File: config.mk
export PLATFORM = sky130hd
export DESIGN_NAME = path_delay_monitor
export DESIGN_NICKNAME = d
export VERILOG_FILES = /design/src/rtl/path_monitor_pkg.sv /design/src/rtl/bit_sync2.sv /design/src/rtl/path_delay_monitor.sv
export SDC_FILE = /design/constraint.sdc
export NUM_CORES = 1
export LEC_CHECK = 0
export BUFFER_PORTS_ARGS = -buffer_cell sky130_fd_sc_hd__buf_4
export CORE_MARGIN = 3
export CORE_UTILIZATION = 53
export DETAILED_ROUTE_END_ITERATION = 10
export GPL_ROUTABILITY_DRIVEN = 0
export PLACE_DENSITY = 0.75
export SLEW_MARGIN = 20
export SYNTH_ARGS = -nofsm -noshare
export SYNTH_HDL_FRONTEND = slang
export SYNTH_HIERARCHICAL = 1
export SYNTH_SLANG_ARGS = --single-unit
File: constraint.sdc
create_clock -name clk -period 2.1 [get_ports clk]
set_input_delay 0 -clock clk [delete_from_list [all_inputs] [get_ports clk]]
set_output_delay 0 -clock clk [all_outputs]
set_load 0.005 [all_outputs]
File: src/rtl/path_monitor_pkg.sv
// Shared types and defaults for the delay-chain path monitor.
// Sync depth sets the fixed offset added to every measured sample.
package path_monitor_pkg;

  typedef enum logic [2:0] {
    S_IDLE,
    S_SETTLE,
    S_LAUNCH,
    S_WAIT,
    S_DONE
  } state_t;

  localparam int DEF_SETTLE  = 16;
  localparam int DEF_TIMEOUT = 1000;
  // A zero-delay loopback reads back as this many cycles
  localparam int SYNC_DEPTH  = 2;

endpackage

File: src/rtl/bit_sync2.sv
// Two-flop synchronizer for one asynchronous bit.
// Synchronous reset clears both stages to 0.
module bit_sync2 (
  input  logic clk,
  input  logic rst,
  input  logic d,
  output logic q
);

  logic meta;

  always_ff @(posedge clk) begin
    if (rst) begin
      meta <= 1'b0;
      q    <= 1'b0;
    end else begin
      meta <= d;
      q    <= meta;
    end
  end

endmodule

File: src/rtl/path_delay_monitor.sv
// Launches transitions into a delay chain and measures, in cycles,
// how long each takes to return; reports min/max/sum per run.
module path_delay_monitor
  import path_monitor_pkg::*;
#(
  parameter int CNT_W   = 16,
  parameter int TRIAL_W = 8,
  parameter int TIMEOUT = DEF_TIMEOUT,
  parameter int SETTLE  = DEF_SETTLE,
  parameter bit INVERT  = 1'b0
) (
  input  logic                     clk,
  input  logic                     rst,
  input  logic                     start,
  input  logic [TRIAL_W-1:0]       trials,
  output logic                     pathInput,
  input  logic                     pathResult,
  output logic                     busy,
  output logic                     done,
  output logic                     timeout,
  output logic [TRIAL_W-1:0]       trialsDone,
  output logic [CNT_W-1:0]         minDelay,
  output logic [CNT_W-1:0]         maxDelay,
  output logic [CNT_W+TRIAL_W-1:0] sumDelay
);

  state_t state, state_nx;

  logic               sync_out;
  logic               expect_lvl;
  logic [TRIAL_W-1:0] trials_q;
  logic [CNT_W-1:0]   cnt;
  logic [CNT_W-1:0]   settle_cnt;
  logic               accept;
  logic               match;
  logic               last;
  logic               expired;
  logic               settled;

  bit_sync2 u_sync (
    .clk (clk),
    .rst (rst),
    .d   (pathResult),
    .q   (sync_out)
  );

  // done is high in the IDLE cycle after DONE; a start there is dropped
  assign accept  = start && !done;
  assign match   = sync_out == expect_lvl;
  assign last    = ({1'b0, trialsDone} + (TRIAL_W+1)'(1))
                   == {1'b0, trials_q};
  assign expired = cnt == CNT_W'(TIMEOUT - 1);
  assign settled = settle_cnt == CNT_W'(SETTLE - 1);

  always_ff @(posedge clk) begin
    if (rst) state <= S_IDLE;
    else     state <= state_nx;
  end

  always_comb begin
    state_nx = state;
    unique case (state)
      S_IDLE: begin
        if (accept)
          state_nx = (trials == '0) ? S_DONE : S_SETTLE;
      end
      S_SETTLE: if (settled) state_nx = S_LAUNCH;
      S_LAUNCH: state_nx = S_WAIT;
      S_WAIT: begin
        if (match)        state_nx = last ? S_DONE : S_SETTLE;
        else if (expired) state_nx = S_DONE;
      end
      S_DONE:  state_nx = S_IDLE;
      default: state_nx = S_IDLE;
    endcase
  end

  always_ff @(posedge clk) begin
    if (rst) begin
      pathInput  <= 1'b0;
      expect_lvl <= 1'b0;
      busy       <= 1'b0;
      done       <= 1'b0;
      timeout    <= 1'b0;
      trials_q   <= '0;
      trialsDone <= '0;
      cnt        <= '0;
      settle_cnt <= '0;
      minDelay   <= '1;
      maxDelay   <= '0;
      sumDelay   <= '0;
    end else begin
      done       <= 1'b0;
      settle_cnt <= (state == S_SETTLE) ? settle_cnt + 1'b1 : '0;
      unique case (state)
        S_IDLE: begin
          if (accept) begin
            busy       <= 1'b1;
            trials_q   <= trials;
            trialsDone <= '0;
            timeout    <= 1'b0;
            minDelay   <= '1;
            maxDelay   <= '0;
            sumDelay   <= '0;
          end
        end
        S_LAUNCH: begin
          pathInput  <= ~pathInput;
          expect_lvl <= ~pathInput ^ INVERT;
          cnt        <= '0;
        end
        S_WAIT: begin
          if (match) begin
            if (cnt < minDelay) minDelay <= cnt;
            if (cnt > maxDelay) maxDelay <= cnt;
            sumDelay   <= sumDelay + {{TRIAL_W{1'b0}}, cnt};
            trialsDone <= trialsDone + 1'b1;
          end else begin
            cnt <= cnt + 1'b1;
            if (expired) timeout <= 1'b1;
          end
        end
        S_DONE: begin
          done <= 1'b1;
          busy <= 1'b0;
        end
        default: ;
      endcase
    end
  end

endmodule

* After elaboration in Yosys (flattened, before gate mapping)
Index checks and enable logic that the tools add are counted.
W data, S select, Z words.
** Word-level totals
- Bits in registers :: 113
- Bits of input ports :: 12
- Output and inout bits :: 68
- Word-level logic and storage cells :: 85
** Operators by class
- $add $sub $neg :: 5
- Order comparisons :: 2
- Eq/ne operators :: 16
- Mux-type cells :: 30
- Bitwise logic cells :: 2
- Reductions and logical operators :: 16
** Operators by type and width (count)
- $mux W16 :: 7
- $pmux W16 S2 :: 3
- $mux W24 :: 2
- $pmux W24 S2 :: 1
- $add A16 B1 Y16 const B :: 2
- $add A24 B16 Y24 :: 1
- $mux W3 :: 6
- $eq A16 B10 Y1 const B :: 1
- $eq A16 B4 Y1 const B :: 1
- $gt A16 B16 Y1 :: 1
- $lt A16 B16 Y1 :: 1
- $mux W8 :: 2
- $pmux W8 S2 :: 1
- $ne A2 B2 Y1 const B :: 7
- $pmux W3 S4 :: 1
- $reduce_and A4 Y1 :: 3
- $add A8 B1 Y9 const B :: 1
- $eq A9 B8 Y1 :: 1
- $add A8 B1 Y8 const B :: 1
- $logic_not A8 Y1 :: 1
- $eq A3 B2 Y1 const B :: 2
- $reduce_and A2 Y1 :: 3
- $reduce_and A3 Y1 :: 2
- $reduce_bool A2 Y1 :: 3
- other kinds (11) :: 17

* Depth between registers and ports, before layout
Gate-level depths: netlist (run 1).
- Word-level depth :: 5
- Depth in mapped cells :: 11
- Depth with buffers taken out :: 10

* Modules after synthesis
The synthesis (run 1) kept the hierarchy.
** By module, submodules not included
- path_delay_monitor :: times used 1, cells each 781, area an instance 6319.8 µm², sequential area each 2222.1 µm²
- bit_sync2 :: times used 1, cells each 4, area an instance 52.6 µm², sequential area each 40.0 µm²

* Worst setup path before layout (run 1)
OpenSTA, ideal clock, no wires.
- Path kind :: reg2reg
- Start :: register cnt[0]
- End :: register sumDelay[16]
- Library setup time :: 0.122 ns
- Arrival time :: 2.140 ns
- Setup slack :: -0.162 ns
- Stages on the path, launching flop included :: 11
- Buffers on the path :: 0
- Clock period less this slack :: 2.262 ns
- Path through :: dfxtp_1 -> ha_1 -> inv_1 -> fa_1 -> nand2b_1 -> a21oi_1 -> o31ai_1 -> a211oi_1 -> o21ai_0 -> xor2_1 -> nor2_1
** On the way
- Longest elaborated chain between the ends :: 3
** RTL lines
- start, declared :: line path_delay_monitor.sv:32 : logic [CNT_W-1:0] cnt;
- start signal, assigned :: line path_delay_monitor.sv:119 : cnt <= cnt + 1'b1;
- $add A24 B16 Y24 :: line path_delay_monitor.sv:116 : sumDelay <= sumDelay + {{TRIAL_W{1'b0}}, cnt};
- $mux W24 :: line path_delay_monitor.sv:113 : if (match) begin
- $pmux W24 S2 :: line path_delay_monitor.sv:95 : unique case (state)
- end signal, assigned :: line path_delay_monitor.sv:116
- end, declared :: line path_delay_monitor.sv:24 : output logic [CNT_W+TRIAL_W-1:0] sumDelay
No other way between the ends. The select of a mux whose other input is x is not followed.
A chain may end at the register's enable or synchronous reset.

* Worst setup path in the final report (run 1)
- Start :: register cnt[14]
- End :: register minDelay[1]
** On the way
- Longest elaborated chain between the ends :: 3
** RTL lines
- $lt A16 B16 Y1 :: line path_delay_monitor.sv:114 : if (cnt < minDelay) minDelay <= cnt;
- $ne A2 B2 Y1 (no line)
- $reduce_and A4 Y1 (no line)
- end signal, assigned :: line path_delay_monitor.sv:114
- end, declared :: line path_delay_monitor.sv:22 : output logic [CNT_W-1:0] minDelay,
No other way between the ends.

==> results of run 1 <==
-- power groups by stage --
stage	combinational [mW]	clock [mW]	sequential, mW
global route	0.406	2.91	2.19
finish	0.382	2.81	2.19
floorplan	0.190	0	2.23
global placement	0.287	0	2.24
CTS	0.350	2.80	2.19
detailed placement	0.296	0	2.24
-- cells in the mapped netlist (all sizes together) (2+ instances only) --
master	n	area [µm²]
nand3b	2	15.0
nand2	63	236
inv	42	158
xnor2	14	130
or4	2	15.0
o211ai	2	15.0
and3b	2	17.5
nor4b	4	50.1
and2	5	31.3
a211oi	12	90.1
dfxtp	113	2260
o21ai	58	290
nor3	10	60.1
o21bai	2	15.0
and3	9	56.3
and4	5	43.8
a22oi	4	35.0
a21oi	51	267
nand2b	8	50.1
a211o	3	26.3
nand4	20	125
a2111oi	4	36.3
nor2b	3	18.8
nor2	125	469
nor3b	13	97.6
a31oi	3	18.8
xor2	35	307
or2	2	12.5
o31ai	5	37.5
mux2i	13	130
clkbuf	23	87.6
o211a	3	30.0
nor4bb	2	20.0
a32oi	2	17.5
or3	9	56.3
ha	50	626
a21o	8	60.1
nand3	20	100
nor4	6	37.5
buf	12	66.3
o21a	4	30.0
-- cells by family (layout without fill, tap and decap cells) --
logic type               Yosys count  in the layout  synth area share (%)
adder cells (fa/ha/maj)           51             51                  10.1
buffers and inverters             77            287                  4.89
AND/OR/NAND/NOR                  313            313                  24.2
XOR/XNOR                          49             49                  6.85
AO/OA/AOI/OAI                    168            168                  16.2
multiplexers                      14             14                  2.22
flip-flops                       113            113                  35.5
-- worst reg2reg max path, cell delays in order (launching register included) --
cell       delay, ns
dfxtp_4         0.35
buf_4           0.16
ha_4            0.27
nand4_1         0.20
a2111oi_4       0.44
o311a_1         0.28
o21ai_4         0.10
buf_6           0.14
buf_6           0.13
and3_1          0.18
o21ai_1         0.19
-- per-layer routing --
layer  track usage [%]  share of wire, %
met1              37.3                38
met2              52.8                49
met3              5.54               7.8
met4              15.5               5.0
met5                 0                 0
-- placed cells by master, fill, tap and decap left out, types with 15 or more instances in the layout --
| cell type | netlist | layout |
|---|---|---|
| nand3_1 | 20 | 20 |
| clkbuf_16 | 0 | 17 |
| ha_4 | 0 | 15 |
| nand2_1 | 63 | 61 |
| nor2_1 | 125 | 112 |
| o21ai_1 | 1 | 25 |
| buf_4 | 1 | 190 |
| nand4_1 | 20 | 20 |
| ha_1 | 50 | 33 |
| a21oi_1 | 50 | 42 |
| buf_6 | 1 | 16 |
| inv_1 | 42 | 40 |
| dfxtp_1 | 113 | 94 |
| o21ai_0 | 57 | 26 |
| xor2_1 | 35 | 35 |
-- state kept, by name, summed over array words and instances (netlist names) --
| name | cells |
|---|---|
| cnt | 16 |
| expect_lvl | 1 |
| sumDelay | 24 |
| timeout | 1 |
| u_sync/q | 1 |
| maxDelay | 16 |
| minDelay | 16 |
| u_sync/meta | 1 |
| settle_cnt | 16 |
| done | 1 |
| state | 3 |
| trials_q | 8 |
| trialsDone | 8 |
| busy | 1 |
-- worst paths after layout --
kind / end / slack, ns / cells after the start
min: state[2] / 0.01 / 4
min reg2reg: u_sync/q / 0.45 / 1
max reg2reg: minDelay[1] / -0.41 / 10
max: minDelay[1] / -0.41 / 10
-- layout make-up --
class	instances	share of cell area (%)
repair buffers	216	18.5
well taps	143	1.94
multi-input cells	595	46.9
flip-flops and latches	113	24.9
clock inverters	7	0.921
clock buffers	22	5.13
inverters	42	1.71
-- through the flow --
stage,setup slack (ns),TNS (ns)
3_5_place_dp,-0.254,-7.06
3_3_place_gp,-0.134,-3.37
6_report,-0.415,-8.57
5_1_grt,-0.488,-11.88
4_1_cts,-0.111,-1.64
2_1_floorplan,-0.0382,-0.187
-- repair_timing --
item,in CTS,in global routing
hold endpoints to repair,9,0
setup buffers,11,9
gates cloned,3,0
hold buffers,9,0
gates resized for setup,105,59
setup endpoints to repair,46,50
pin swaps,23,26
==> impl_results.md, run 1 <==
- Failing checks: setup timing
- Max incr delay on CP: 0.44 ns
- Clk Latency, worst-skew pair: 0.43 ns
- FF-to-FF Start: cnt[14]
- Worst path cell trace: buf_4, ha_4, nand4_1, a2111oi_4, o311a_1, o21ai_4, buf_6, buf_6, and3_1, o21ai_1
- Initial DRC count: 629
- Vias in the first global route: 6684
- Slew Viols, Final: 0
- Avg Inst Size Synth: 8.12 µm²
- Synth async-reset ratio: 0%
- DRT Wirelength: 21700 µm
- Core Area: 11600 µm²
- HP Start: start
- Startpoint type of the worst setup path: flip-flop
- Total gr overflow: 0
- Final min period: 2.51 ns
- Global Route Usage Sum: 30.9%
- Row cnt: 39
- CTS tree: yes
- CTS Buf Count: 17
- Critical setup path kind: reg -> reg
- Sequential fraction of design power: 40.7%
- Maximum clock rate: 0.398 GHz
- Distinct cell type count after synthesis: 65
- First-pass GRT wire length: 32700 µm
- Wire length per cell: 19.1 µm
- Layout area overhead: 44.9%
- Relative slew slack: 53.1%
- Worst-Margin Slew: 0.701 ns
- IR drop worst, VDD: 0.454 mV
- WHS: 0.0139 ns
- Internal: 4.13 mW
- Main synth FF type: dfxtp_1
- Largest net degree at the start of global routing: 53
- Fin crit share: 120%
- Syn nets: 848
- # Max-Cap Violations: 0
- Worst path buffer plus inverter count: 3
- #FFs+latches synth: 113
- Synthesized area: 6370 µm²
- Total power: 5.38 mW
- Setup ws final: -0.415 ns
- Worst Setup SP: cnt[14]
- CP arrival: 2.85 ns
- Multi-input gate area: 4330 µm²
- CP endpoint kind: flip-flop
- Placed cell count: 1077
- Vias per Instance: 6.08
- Setup Skew: 0.00921 ns
- DIE HEIGHT: 116 µm
- FF+latch area: 2300 µm²
- Number of fillers in the final layout: 668
- Crit path max-delay family: compound AO/OA/AOI/OAI gates
- Switching Share: 23.3%
- Fin. Hold Viols: 0
- Number of port buffers: 79
- Clock slew at reported path FFs: 0.05 ns
- Design area: 9240 µm²
- Worst min path class: in -> reg
- Post-Synthesis Cells: 785
- Layout Nets: 1048
- Clk pwr share: 52.2%
- First-pass detailed-route iteration total: 5
- Die Span X: 116 µm
- Worst-path maximum fanout: 5
- RSZ-0062 raised after global routing: true
- Initial antenna violation count: 0
- Final Util: 79.9%
- Vias: 6915
- Most used cell along the critical path: buf_6
- Clock Path Buffers: 2
- Status: complete, but fails checks
- Die area: 13400 µm²
- Residual DRC count: 0
- Share of layout cells above drive strength 1: 33.8%
- Initial Utilization: 55.1%
- Antenna viol nets, final: 0
- Setup Viol. Count Final: 46
- Leak: 4.10 nW
- Number of synthesis warnings: 6
- Sink Count: 113
- Pwr dens: 583 nW/µm²
- Root Buffer Master: clkbuf_16
- Layout Cells excl Fill: 1138
- Critical path's slowest cell: a2111oi_4
- Post-synth EDFFs: 0
- Register area share after synthesis: 35.5%
- Combinational share of power: 7.1%
- H-tree Lvls: 4
- Sw Pwr: 1.26 mW
- Critical Path RT: 2.43 ns
- Placed inst area: 7800 µm²
- I/O pins: 80
- DP HPWL: 13500 µm
- Ant. Diodes: 0
No activity file was read; power rests on OpenSTA's default activity.
==> run 2: changes to the inputs <==
GPL_ROUTABILITY_DRIVEN = unset   (was 0)
MAX_ROUTING_LAYER = met4   (was unset)
SLEW_MARGIN = unset   (was 20)
==> impl_results.md, run 2 (synthesis results as in run 1) <==
- Share of layout cells above drive strength 1: 33.8%
- Largest net degree at the start of global routing: 53
- Antenna viol nets, final: 0
- Vias in the first global route: 6662
- Met3 WL: 1620 µm
- Design area: 9230 µm²
- Row cnt: 39
- Worst-Margin Slew: 0.730 ns
- # Max-Cap Violations: 0
- Startpoint type of the worst setup path: flip-flop
- Maximum clock rate: 0.399 GHz
- Critical path's slowest cell: a2111oi_4
- Highest routed layer: met4
- CTS Buf Count: 17
- Core Area: 11600 µm²
- Critical Path RT: 2.44 ns
- DP HPWL: 13500 µm
- Biggest register: sumDelay
- Fin. Hold Viols: 0
- Most used cell along the critical path: buf_6
- Setup Viol. Count Final: 46
- DRT Wirelength: 21800 µm
- Setup_tns: -8.58 ns
- Worst min path class: in -> reg
- Initial DRC count: 599
- Critical setup path kind: reg -> reg
- WHS: 0.00968 ns
- Fin crit share: 119%
- Total power: 5.38 mW
- Relative slew slack: 51.1%
- DIE HEIGHT: 116 µm
- H-tree Lvls: 4
- First-pass GRT wire length: 32700 µm
- Vias per Instance: 6.03
- Status: complete, but fails checks
- Placed inst area: 7800 µm²
- I/O pins: 80
- Clock slew at reported path FFs: 0.06 ns
- Initial Utilization: 55.1%
- First-pass detailed-route iteration total: 7
- Number of fillers in the final layout: 666
- Commonest non-fill, non-tap cell in the layout: buf_4
- Residual DRC count: 0
- WL met2: 10700 µm
- Max incr delay on CP: 0.43 ns
- CP endpoint kind: flip-flop
- Global Route Usage Sum: 31.8%
- RSZ-0062 raised after global routing: true
- Layout area overhead: 44.9%
- Number of port buffers: 79
- Clk Latency, worst-skew pair: 0.43 ns
- Leak: 4.10 nW
- Multi-input gate area: 4330 µm²
- Crit path max-delay family: compound AO/OA/AOI/OAI gates
- Setup ws final: -0.409 ns
- CP arrival: 2.85 ns
- Initial antenna violation count: 0
- Die area: 13400 µm²
- Worst path buffer plus inverter count: 3
- Ant. Diodes: 0
- Metal1 wirelength: 8340 µm
- IR drop worst, VDD: 0.465 mV
- Slew Viols, Final: 0
- CTS tree: yes
- Vias: 6858
- Max FFs per register: 24
- Dpl ws: -0.254 ns
- Root Buffer Master: clkbuf_16
- Final min period: 2.51 ns
- Total gr overflow: 0
- Pwr dens: 583 nW/µm²
- Worst-path maximum fanout: 5
- Die Span X: 116 µm
- Clock Path Buffers: 2
- Layout Nets: 1048
- Wire length per cell: 19.2 µm
- Failing checks: setup timing
- Most frequent cells in the layout: buf_4 (190), nor2_1 (112), dfxtp_1 (94)
- Sink Count: 113
- FF+latch area: 2300 µm²
- Worst path cell trace: buf_4, ha_4, nand4_1, a2111oi_4, o311a_1, o21ai_4, buf_6, buf_6, and3_1, o21ai_1
- Routability cong.: 0.925
- Setup Skew: 0.00769 ns
==> run 2: stage by stage <==
stage	utilization, %	instances
2_1_floorplan	-	785
6_report	79.8	1138
3_3_place_gp	67.4	1077
4_1_cts	77.2	1129
5_1_grt	79.8	1138
3_5_place_dp	67.4	1077
==> run 2: worst register-to-register path, stage by stage (launching register included) <==
cell       delay [ns]
dfxtp_4          0.35
buf_4            0.16
ha_4             0.26
nand4_1          0.21
a2111oi_4        0.43
o311a_1          0.27
o21ai_4          0.10
buf_6            0.14
buf_6            0.13
and3_1           0.18
o21ai_1          0.19
==> run 2: power by group <==
group / total, mW / switching (mW) / internal (mW)
logic: 0.383 / 0.223 / 0.160
registers: 2.19 / 0.0305 / 2.16
clock network: 2.81 / 1.00 / 1.80
total: 5.38 / 1.26 / 4.13
==> run 2: routing by layer <==
layer	global-route usage (%)	vias to the layer above
met2	52.8	366
met1	37.4	3230
met4	15.1	0
met5	-	-
li1	-	3157
met3	5.74	105
==> run 2: area by class of cell <==
cell class	instances	share of cell area (%)
repair buffers	216	18.5
clock buffers	22	5.14
inverters	42	1.71
well taps	143	1.94
clock inverters	7	0.921
flip-flops and latches	113	24.9
multi-input cells	595	46.8
==> run 2: worst paths after layout <==
kind | startpoint | to | slack, ns | depth (start not counted)
hold reg to reg | u_sync/meta | u_sync/q | 0.44 | 1
hold / removal | start | state[2] | 0.01 | 4
setup / recovery | cnt[14] | minDelay[1] | -0.41 | 10
setup reg to reg | cnt[14] | minDelay[1] | -0.41 | 10
==> run 2: timing repair <==
item	in CTS	in global routing
hold buffers	9	0
pin swaps	23	26
endpoints found under the setup margin	46	50
hold endpoints to repair	9	0
setup buffers	11	9
cloned	3	0
resized for setup	105	60
==> run 3: changes to the inputs <==
ABC_AREA = 1   (was unset)
MAX_ROUTING_LAYER = unset   (was met4)
==> impl_results.md, run 3 <==
- Status: finished, final reports clean
- Wire length per cell: 14.6 µm
- CTS tree: yes
- First-pass detailed-route iteration total: 5
- CP arrival: 2.30 ns
- Number of synthesis warnings: 6
- Critical Path RT: 2.38 ns
- Initial antenna violation count: 0
- Residual DRC count: 0
- Xor/xnor share of the synthesized area: 1.33%
- Simple-Gate Fraction of Synth Area: 29.1%
- Distinct cell type count after synthesis: 45
- Sink Count: 113
- Post-synth top cells: nand2_1 (184), inv_1 (116), dfxtp_1 (113), a21oi_1 (109), nand3_1 (107)
- Biggest register: sumDelay
- Global Route Usage Sum: 26.1%
- Setup ws final: 0.0830 ns
- WHS: 0.191 ns
- Ranking of synthesized cells by area: dfxtp_1 (35%), nand2_1 (11%), ha_1 (9.6%), a21oi_1 (8.4%), nand3_1 (8.2%)
- # Max-Cap Violations: 0
- Initial DRC count: 489
- Largest net degree at the start of global routing: 50
- Die Span X: 117 µm
- Worst-path maximum fanout: 3
- Post-synth EDFFs: 0
- Synth async-reset ratio: 0%
- Slew Viols, Final: 0
- Relative slew slack: 55.6%
- Setup Viol. Count Final: 0
- Pwr dens: 840 nW/µm²
- Total gr overflow: 0
- Fin crit share: 96.0%
- Maximum clock rate: 0.496 GHz
- Flop2flop setup slack: 0.08 ns
- RSZ-0062 raised after global routing: true
- DRT Wirelength: 17600 µm
- FF-to-FF Start: sumDelay[0]
- Setup crit end: sumDelay[10]
- Clock slew at reported path FFs: 0.05 ns
- Final min period: 2.02 ns
- Layout Nets: 1114
- FF-to-FF path depth: 12
- Largest family of logic cells by synthesized area: simple AND/OR/NAND/NOR gates
- Dpl ws: 0.0572 ns
- Number of port buffers: 79
- Vias in the first global route: 5988
- Worst min path class: in -> reg
- Layout area overhead: 26.4%
- Share of layout cells above drive strength 1: 18.9%
- Fin. Hold Viols: 0
- Root Buffer Master: clkbuf_16
- Main synth FF type: dfxtp_1
- Vias: 6589
- I/O pins: 80
- Layout Cells excl Fill: 1207
- Antenna viol nets, final: 0
- Clk Latency, worst-skew pair: 0.42 ns
- HP Start: start
- Core Area: 11700 µm²
- Routability cong.: 0.919
- Worst-Margin Slew: 0.666 ns
- Placed cell count: 1161
- Critical setup path kind: reg -> reg
- Synth Area in Compound Gates: 15.7%
- Total power: 6.90 mW
- IR drop worst, VDD: 0.804 mV
- First-pass GRT wire length: 28100 µm
- Leak: 3.66 nW
- Setup Skew: 0.00808 ns
- Initial Utilization: 55.5%
- Post-Synthesis Cells: 935
- Vias per Instance: 5.46
- DP HPWL: 12200 µm
- Syn nets: 998
- Row cnt: 39
- DIE HEIGHT: 117 µm
- Worst Setup SP: sumDelay[0]
- RR Endpoint: sumDelay[10]
- Clock Path Buffers: 2
- Startpoint type of the worst setup path: flip-flop
- Most frequent cells in the layout: nand2_1 (182), inv_1 (115), a21oi_1 (107), buf_4 (107), dfxtp_1 (105)
- Post-synth top area cell: dfxtp_1
- #FFs+latches synth: 113
- CTS Buf Count: 17
- CP endpoint kind: flip-flop
- Synthesized area: 6500 µm²
- Die area: 13600 µm²
- H-tree Lvls: 4
- Max FFs per register: 24
- Commonest non-fill, non-tap cell in the layout: nand2_1
- Post-synthesis mux area share: 0%
- Share of the synthesized area in the top cell type: 34.8%
- Most frequent cell after synthesis: nand2_1
- Ant. Diodes: 0
- Avg Inst Size Synth: 6.95 µm²
- Register area share after synthesis: 34.8%
- Post-synthesis adder-cell area fraction: 9.93%
-- run 3: kinds of logic after synthesis --
logic type	count (synthesis)
and+or+nand+nor	423
AOI/OAI and AO/OA	190
buffers and inverters	149
DFF	113
adders and majority gates	51
xor gates and xnor gates	9
-- run 3: worst min path at each step --
stage	slack [ns]	cells after the start	endpoint
after floorplan	0.07	1	u_sync/meta
after global placement	0.20	3	u_sync/meta
after detailed placement	0.21	3	u_sync/meta
after CTS	0.12	7	trials_q[0]
after global routing	0.22	7	trials_q[0]
final	0.19	7	trials_q[0]
-- run 3: layout make-up --
type	count	area (µm²)
fill	1004	3500
inverter	124	470
tap	143	179
multi-input combinational	675	3740
timing repair buffer	120	940
clock buffer	22	474
clock inverter	10	133
sequential	113	2270
-- run 3: stage by stage --
stage | util (%) | area [µm²] | setup TNS (ns)
finish | 70.1 | 8210 | 0
global route | 70.1 | 8210 | -0.0877
detailed placement | 62.9 | 7360 | 0
CTS | 69.0 | 8080 | 0
global placement | 62.9 | 7360 | 0
floorplan | - | 6500 | 0
-- run 3: worst max-delay path: stages, from the launching register on --
cell and delay [ns]:
dfxtp_2 0.35, ha_4 0.13, inv_1 0.05, fa_2 0.33, inv_2 0.08, nand3_2 0.08
nand2_2 0.08, nand2_1 0.06, o21bai_1 0.20, a21oi_1 0.12, or2_2 0.28, nand3_1 0.07
a21oi_1 0.06
-- run 3: power breakdown --
part / total, mW / internal (mW) / leakage (nW) / switching, mW
clock: 2.94 / 1.95 / 0.292 / 0.995
sequential: 2.47 / 2.33 / 0.921 / 0.140
combinational: 1.48 / 0.548 / 2.45 / 0.931
-- run 3: per-layer routing --
layer  routed length [µm]  GRT usage, %
met1                 8130          34.3
met2                 8210          41.4
met3                  856          6.42
met4                  405          10.0
met5                    0             0
-- run 3: timing repair --
action                                  in CTS  in global routing
setup buffers                                0                  1
endpoints found under the setup margin       0                 49
hold endpoints to repair                    22                  0
gates resized for setup                      0                 33
hold buffers                                11                  0
